File: config.mk
export PLATFORM = sky130hd
export DESIGN_NAME = bcd_to_excess3_serial_flat
export DESIGN_NICKNAME = d
export VERILOG_FILES = /design/src/rtl/bcd_to_excess3_serial_if.sv /design/src/rtl/bcd_to_excess3_serial.sv /design/src/flat_wrapper.sv
export SDC_FILE = /design/constraint.sdc
export NUM_CORES = 1
export LEC_CHECK = 0
export ABC_AREA = 1
export CAP_MARGIN = 20
export CORE_ASPECT_RATIO = 1.25
export CORE_MARGIN = 5
export CORE_UTILIZATION = 30
export CTS_CLUSTER_DIAMETER = 50
export DETAILED_ROUTE_END_ITERATION = 7
export GPL_TIMING_DRIVEN = 1
export SYNTH_ARGS = -nofsm -noshare
export SYNTH_HDL_FRONTEND = slang
export SYNTH_SLANG_ARGS = --single-unit
File: constraint.sdc
create_clock -name Clk -period 3.3 [get_ports Clk]
set_clock_uncertainty 0.2 [all_clocks]
set_input_delay 0.99 -clock Clk [delete_from_list [all_inputs] [get_ports Clk]]
set_output_delay 0.99 -clock Clk [all_outputs]
set_load 0.02 [all_outputs]
File: src/rtl/bcd_to_excess3_serial_if.sv
// Serial BCD-to-Excess-3 converter bus: serial bit in; serial code, parallel digit and status out.
interface bcd_to_excess3_serial_if #(
  parameter int unsigned CNT_W = 8
);
  logic             X;
  logic             Z;
  logic [3:0]       Dout;
  logic             Done;
  logic             Err;
  logic [CNT_W-1:0] DigitCnt;

  modport master (output X, input Z, Dout, Done, Err, DigitCnt);
  modport slave  (input X, output Z, Dout, Done, Err, DigitCnt);
endinterface

File: src/rtl/bcd_to_excess3_serial.sv
// Serial BCD-to-Excess-3 encoder: adds 0011 to an LSB-first BCD digit with a Mealy output,
// and reports each completed digit in parallel with a range flag and a wrapping digit count.
module bcd_to_excess3_serial #(
  parameter bit          CHECK_RANGE = 1'b1,
  parameter int unsigned CNT_W       = 8
) (
  input  logic                      Clk,
  input  logic                      Rst,
  bcd_to_excess3_serial_if.slave    bus
);

  typedef enum logic [2:0] {
    S0   = 3'd0,
    S1C0 = 3'd1,
    S1C1 = 3'd2,
    S2C0 = 3'd3,
    S2C1 = 3'd4,
    S3C0 = 3'd5,
    S3C1 = 3'd6
  } state_e;

  state_e           state_q, state_d;
  logic [2:0]       sh_q;
  logic             flag_q, flag_d;
  logic [3:0]       dout_q;
  logic             done_q;
  logic             err_q;
  logic [CNT_W-1:0] cnt_q;

  logic             x;
  logic             z_c;
  logic             last_c;
  logic             err_d;

  assign x = bus.X;

  // Bit index and carry live in the state; Z is the sum bit of X + 0011 at that position.
  always_comb begin
    state_d = S0;
    z_c     = 1'b0;
    flag_d  = flag_q;
    last_c  = 1'b0;
    unique case (state_q)
      S0: begin
        z_c     = ~x;
        state_d = x ? S1C1 : S1C0;
      end
      S1C0: begin
        z_c     = ~x;
        flag_d  = x;
        state_d = x ? S2C1 : S2C0;
      end
      S1C1: begin
        z_c     = x;
        flag_d  = x;
        state_d = S2C1;
      end
      S2C0: begin
        z_c     = x;
        flag_d  = flag_q | x;
        state_d = S3C0;
      end
      S2C1: begin
        z_c     = ~x;
        flag_d  = flag_q | x;
        state_d = x ? S3C1 : S3C0;
      end
      S3C0: begin
        z_c     = x;
        last_c  = 1'b1;
        state_d = S0;
      end
      S3C1: begin
        z_c     = ~x;
        last_c  = 1'b1;
        state_d = S0;
      end
      default: begin
        z_c     = 1'b0;
        state_d = S0;
      end
    endcase
  end

  // Digit > 9 means bit3 set together with bit1 or bit2.
  assign err_d = last_c & CHECK_RANGE & x & flag_q;

  always_ff @(posedge Clk or negedge Rst) begin
    if (!Rst) begin
      state_q <= S0;
      sh_q    <= 3'b000;
      flag_q  <= 1'b0;
      dout_q  <= 4'b0000;
      done_q  <= 1'b0;
      err_q   <= 1'b0;
      cnt_q   <= '0;
    end else begin
      state_q <= state_d;
      sh_q    <= {z_c, sh_q[2:1]};
      flag_q  <= flag_d;
      done_q  <= last_c;
      err_q   <= err_d;
      if (last_c) begin
        dout_q <= {z_c, sh_q};
        cnt_q  <= cnt_q + CNT_W'(1);
      end
    end
  end

  assign bus.Z        = Rst & z_c;
  assign bus.Dout     = dout_q;
  assign bus.Done     = done_q;
  assign bus.Err      = err_q;
  assign bus.DigitCnt = cnt_q;

endmodule

File: src/flat_wrapper.sv
// flat-port wrapper written by rule: the top's interface ports become plain ports
module bcd_to_excess3_serial_flat 
#(
  parameter bit          CHECK_RANGE = 1'b1,
  parameter int unsigned CNT_W       = 8
)
  (Clk, Rst, bus_X, bus_Z, bus_Dout, bus_Done, bus_Err, bus_DigitCnt);
  bcd_to_excess3_serial_if #(.CNT_W(CNT_W)) bus_i ();
  input  logic Clk;
  input  logic Rst;
  input wire logic [$bits(bus_i.X)-1:0] bus_X;
  output wire logic [$bits(bus_i.Z)-1:0] bus_Z;
  output wire logic [$bits(bus_i.Dout)-1:0] bus_Dout;
  output wire logic [$bits(bus_i.Done)-1:0] bus_Done;
  output wire logic [$bits(bus_i.Err)-1:0] bus_Err;
  output wire logic [$bits(bus_i.DigitCnt)-1:0] bus_DigitCnt;
  assign bus_i.X = bus_X;
  assign bus_Z = bus_i.Z;
  assign bus_Dout = bus_i.Dout;
  assign bus_Done = bus_i.Done;
  assign bus_Err = bus_i.Err;
  assign bus_DigitCnt = bus_i.DigitCnt;
  bcd_to_excess3_serial #(.CHECK_RANGE(CHECK_RANGE), .CNT_W(CNT_W)) u_core (.Clk(Clk), .Rst(Rst), .bus(bus_i));
endmodule
==> results of run 1 <==
[flip-flops by register name, summed over array words and instances (netlist names)]
register,cells
u_core.bus.DigitCnt,8
u_core.bus.Dout,4
u_core.sh_q,3
u_core.state_q,3
u_core.bus.Done,1
u_core.bus.Err,1
u_core.flag_q,1
[layer usage]
layer | share of wire, % | GRT usage (%) | routed length (µm)
met3 | 6.9 | 2.135 | 125
met4 | 1.0 | 5.172 | 18
met2 | 50 | 17.19 | 904
met1 | 42 | 11.94 | 750
met5 | 0 | 0 | 0
[final cells by class]
cell class	instances	area, µm²	area share (%)
clock buffer	4	26.28	2.236
inverter	14	52.55	4.473
multi-input combinational	71	342.8	29.18
sequential	21	525.5	44.73
tap	36	45.04	3.834
timing repair buffer	19	182.7	15.55
[cell usage in the layout, fill, tap and decap left out, drive strengths merged]
master | synthesis | final
a21boi | 1 | 1
buf | 1 | 3
clkbuf | 0 | 4
clkdlybuf4s50 | 0 | 16
dfrtp | 21 | 21
ha | 1 | 1
inv | 14 | 14
nand2 | 42 | 42
nand3 | 10 | 10
nand4 | 1 | 1
nor2 | 7 | 7
o211ai | 1 | 1
o21ai | 2 | 2
o22ai | 1 | 1
xnor2 | 3 | 3
xor2 | 2 | 2
[power groups by stage]
stage	clock network, W	registers, W	logic, W
CTS	0.000125	0.000445	0.000495
global route	0.000139	0.000467	0.000559
finish	0.000120	0.000445	0.000488
floorplan	0	0.000508	0.000257
detailed placement	0	0.000451	0.000495
global placement	0	0.000446	0.000485
[path summary, 6_finish.rpt]
check | from | end | slack [ns] | depth (start not counted)
worst max-delay path | bus_X | bus_Z | 0.12 | 6
worst max register to register | u_core.state_q[1] | u_core.bus.Dout[3] | 1.67 | 6
min in group asynchronous | Rst | u_core.bus.DigitCnt[5] | 0.92 | 2
max in group asynchronous | Rst | u_core.bus.Dout[2] | 1.76 | 2
worst min register to register | u_core.sh_q[2] | u_core.sh_q[1] | 0.18 | 0
worst min-delay path | u_core.sh_q[2] | u_core.sh_q[1] | 0.18 | 0
[stage by stage]
stage                     worst slack, ns  area [µm²]  hold slack, ns  TNS, ns  total power (W)
after global routing              0.02224        1175          0.2001        0         0.001165
after floorplan                    0.6349       935.9          0.1540        0        0.0007651
after CTS                         0.09392        1172          0.1845        0         0.001066
final                              0.1229        1175          0.1818        0         0.001053
after global placement            -0.3284        1151          0.1587  -0.3284        0.0009306
after detailed placement          -0.3547        1151          0.1587  -0.3547        0.0009465
[kinds of logic (layout without fill, tap and decap cells)]
family                   count (synthesis)  in the layout
AO/OA/AOI/OAI                            5              5
XOR/XNOR                                 5              5
adder cells (fa/ha/maj)                  1              1
buffers and inverters                   15             37
flip-flops                              21             21
AND/OR/NAND/NOR                         60             60
[what timing repair did]
item / in CTS / in global routing
setup endpoints to repair: 1 / 1
setup buffers: 0 / 0
gates resized for setup: 4 / 2
pin swaps: 0 / 2
==> flow_summary.ini, run 1 <==
[drt]
route.detailed.drc = 0
totalWireLength_mm = 1.799
vias_per_cell = 4.442
route.vias.total = 733
drtIter0Drc = 21
dr.pass1.iters = 4
wl_per_cell_um = 10.90
drtAntennaViolNets = 0

[yosys]
yosysTopAreaCellShare_pct = 56.15
synthMuxAreaShare_pct = 0
yosys_warnings = 0
synth_edf_count = 0
ys_ff_latch = 21
syn_inst = 107
syn_avg_cell_area_um2 = 8.747
syn-cell-area_um2 = 935.9
synth_compound_area_share_pct = 3.342
synth_area_leader_cell = dfrtp_1
async_flop_share_pct = 100.0
yosysMostFrequentCell = nand2_1
ys_seq_area_share_pct = 56.15
synthTopCellsByCount = nand2_1, dfrtp_1, inv_1
synthAdderAreaFrac_pct = 1.337
synth_xor_area_share_pct = 5.481
yosys.cell_types.count = 17
synth_nets = 111
ys.flop_type = dfrtp_1
ys_top_cells_by_area = dfrtp_1, nand2_1, inv_1
synth_top_family_by_area = simple AND/OR/NAND/NOR gates
synthSimpleGateAreaFrac_pct = 26.47

[setup_path]
crit_buf_inv = 2
cp.required_ns = 2.11
crit_path_frequent_cell = nand2_1
cp_max_fo = 3
cp.arrival_ns = 1.99
crit_path_cell_trace = clkdlybuf4s50_1 > o21ai_1 > nand2_1 > nand2_1 > nor2_1 > buf_4
critPathKind = in -> out
slowest_delay_ns = 0.49
end_kind = primary output
slowest_stage = clkdlybuf4s50_1
start_kind = input pin
cp_top_family = buffers and inverters

[grt]
overflow = 0
grt_pass1_wl_mm = 3.374
grt_max_degree = 22
antenna_found_initial = 0
grt_pass1_vias = 767
track_usage_pct = 10.21

[clock_network]
cts_buffer_depth = 2
postCtsHoldBufs = 0
cts_sinks = 21
insertion_delay_ns = 0.30
clk_pin_slew_worst_paths_ns = 0.11
cts_max_level = 1
numCtsBuffers = 3
cts-root-buf = clkbuf_4
cts_tree = built

[placed_design]
numPlacedInstances = 161
gp_congestion = 0.7831
port_buffers = 17
dp_hpwl_mm = 1.366

[floorplanning]
initial_core_util_pct = 31.48
io_pins = 18
die_w_um = 59.96
die_area_um2 = 4343
die_y_um = 72.45
coreArea_um2 = 2973
rows = 22

[power_and_ir_drop]
cellLeakagePower_nw = 0.5671
vdd_ir_drop_max_mv = 0.5762
p_per_area_nw_per_um2 = 896.1
p_clk_share_pct = 11.4
intPower_w = 0.0006078
power_switching_share_pct = 42.27
pwr-share-comb_pct = 46.3
switchingPower_w = 0.0004450
seq_power_share_pct = 42.2

[timing]
tightest_slew_ns = 0.3219
slew_headroom_pct = 78.46
slew_viol_final = 0
hold_viol_final = 0
max_freq_mhz = 314.7
period_needed_ns = 3.177
min_period_over_period_pct = 96.28
setup_viol = 0
rsz0062_at_grt = false

[run_status]
status = completed

[cells_and_area]
num-nets-final = 134
fin_util_pct = 39.52
n_antenna_cell = 0
area_growth_syn_to_layout_pct = 25.54
fin_cells = 165
n_fill_cell = 318
layout-drive-gt1-share_pct = 6.977

[hold_path]
hold_path.class = reg -> reg

[job]
drv_cap = 0
Note: power is estimated with default switching activity, not from simulation.
==> run 2: changes to the inputs <==
--- a/config.mk
+++ b/config.mk
@@ -11,7 +11,8 @@
 export CORE_MARGIN = 5
 export CORE_UTILIZATION = 30
-export CTS_CLUSTER_DIAMETER = 50
+export CTS_CLUSTER_DIAMETER = 30
 export DETAILED_ROUTE_END_ITERATION = 7
 export GPL_TIMING_DRIVEN = 1
+export SETUP_SLACK_MARGIN = 0.05
 export SYNTH_ARGS = -nofsm -noshare
 export SYNTH_HDL_FRONTEND = slang
==> constraint.sdc (replaced) <==
create_clock -name Clk -period 3.3 [get_ports Clk]
set_clock_uncertainty 0.2 [all_clocks]
set_input_delay 0.33 -clock Clk [delete_from_list [all_inputs] [get_ports Clk]]
set_output_delay 0.33 -clock Clk [all_outputs]
set_load 0.02 [all_outputs]
==> run 2 against run 1 <==
Net effect: critical path depth unchanged; sequential power about the same; highest routed layer unchanged; register-to-register slack better by 0.03 ns; via count down 0.14%; final area down 0.32%; largest cell class unchanged.
==> flow_summary.ini, run 2 (synthesis gave the netlist of run 1 again) <==
[run_status]
status = completed

[cells_and_area]
largest_reg_flops = 8
fin_cells = 164
final_cell_mix = nand2_1, dfrtp_1, clkdlybuf4s50_1, inv_1, nand3_1
n_antenna_cell = 0
num-nets-final = 133
fin_util_pct = 39.39
final_area_um2 = 1171
layout-drive-gt1-share_pct = 6.250
area_growth_syn_to_layout_pct = 25.13
final_common_cell = nand2_1

[drt]
route.vias.total = 732
route.detailed.drc = 0
totalWireLength_mm = 1.821
top_layer = met4
dr.pass1.iters = 4
drtAntennaViolNets = 0
m1WireLength_um = 777
wl_per_cell_um = 11.10
wl_met2_um = 905
drtIter0Drc = 34
vias_per_cell = 4.463
wl_met3_um = 111

[floorplanning]
initial_core_util_pct = 31.48
die_w_um = 59.96
die_y_um = 72.45
rows = 22
die_area_um2 = 4343
coreArea_um2 = 2973
io_pins = 18

[setup_path]
cp_max_fo = 7
start_kind = register
slowest_delay_ns = 0.61
r2r_end = u_core.bus.DigitCnt[1]
cp.required_ns = 2.77
slowest_stage = clkdlybuf4s50_1
reg2reg_from = u_core.state_q[1]
r2r_setup_slack_ns = 1.70
crit_path_frequent_cell = nand2_1
crit_path_cell_trace = nand2_1 > o21ai_0 > nand2_1 > nand2_1 > nor2_1 > clkdlybuf4s50_1
end_kind = primary output
cp.arrival_ns = 1.88
r2r_cells = 6
critPathKind = reg -> out

[placed_design]
port_buffers = 17
place_area_um2 = 1144
post-place-ws_ns = 0.9025
numPlacedInstances = 160
gp_congestion = 0.7862
dp_hpwl_mm = 1.402

[timing]
slew_headroom_pct = 79.75
slew_viol_final = 0
max_freq_mhz = 414.8
hold_viol_final = 0
setup_viol = 0
fin_tns_setup_ns = 0
min_period_over_period_pct = 73.06
final.setup.worst_slack_ns = 0.8891
tightest_slew_ns = 0.3026
rsz0062_at_grt = false
period_needed_ns = 2.411

[clock_network]
cts_buffer_depth = 2
cts-root-buf = clkbuf_4
insertion_delay_ns = 0.30
ctsResizeCount = 0
cts_tree = built
postCtsSetupBuffers = 0
postCtsHoldBufs = 0
numCtsBuffers = 3
cts_sinks = 21
clk_pin_slew_worst_paths_ns = 0.12
cts_max_level = 1

[power_and_ir_drop]
vdd_ir_drop_max_mv = 0.5054
cellLeakagePower_nw = 0.5635
p_per_area_nw_per_um2 = 898.0

[grt]
antenna_found_initial = 0
track_usage_pct = 9.629
grt_pass1_vias = 730
grt_pass1_wl_mm = 3.139
grt_max_degree = 22
overflow = 0

[job]
drv_cap = 0

[hold_path]
hp-start = u_core.sh_q[2]
worstHoldEndpoint = u_core.sh_q[1]
whs_path_depth = 0
hold_path.class = reg -> reg
==> run 2: cell count changes in the layout (fill, tap and decap cells not counted) <==
cell             delta
o21ai_0             +1
buf_4               -2
clkdlybuf4s50_1     +1
clkbuf_1            -1
clkinv_2            +1
o21ai_1             -1
==> run 2: final cells by class <==
type / count / area (µm²)
clock buffer: 3 / 22.52
clock inverter: 1 / 5.005
fill: 314 / 1802
inverter: 14 / 52.55
multi-input combinational: 71 / 342.8
sequential: 21 / 525.5
tap: 36 / 45.04
timing repair buffer: 18 / 177.7
==> run 2: metrics by stage <==
stage                     total power, W  hold slack, ns
final                           0.001052          0.1911
after global routing            0.001152          0.2041
after CTS                       0.001067          0.1908
after detailed placement       0.0009418          0.1627
after global placement         0.0009290          0.1581
after floorplan                0.0007651         -0.1656
==> run 2: metal layers <==
metal  GRT usage, %  up-vias
met3          2.491        4
met1          10.60      338
met4          5.911        0
met2          16.11       19
li1               -      371
met5              0        -
==> run 2: worst max-delay path, delay by kind of cell (launching register included) <==
kind | cells | cell delay [ns]
buffers and inverters | 1 | 0.61
AO/OA/AOI/OAI | 1 | 0.09
flip-flops | 1 | 0.47
AND/OR/NAND/NOR | 4 | 0.41
==> run 2: worst max-delay path by stage <==
stage / start / to
after detailed placement: bus_X / bus_Z
after global routing: u_core.state_q[2] / bus_Z
final: u_core.state_q[2] / bus_Z
after global placement: bus_X / bus_Z
after floorplan: u_core.state_q[1] / bus_Z
after CTS: u_core.state_q[2] / bus_Z
==> run 2: power breakdown <==
| part | total, W | leakage [nW] | internal [W] | switching [W] |
|---|---|---|---|---|
| clock | 0.000121 | 0.0177 | 0.0000451 | 0.0000755 |
| combinational | 0.000486 | 0.283 | 0.000200 | 0.000285 |
| sequential | 0.000445 | 0.263 | 0.000361 | 0.0000845 |
| total | 0.00105 | 0.564 | 0.000606 | 0.000445 |
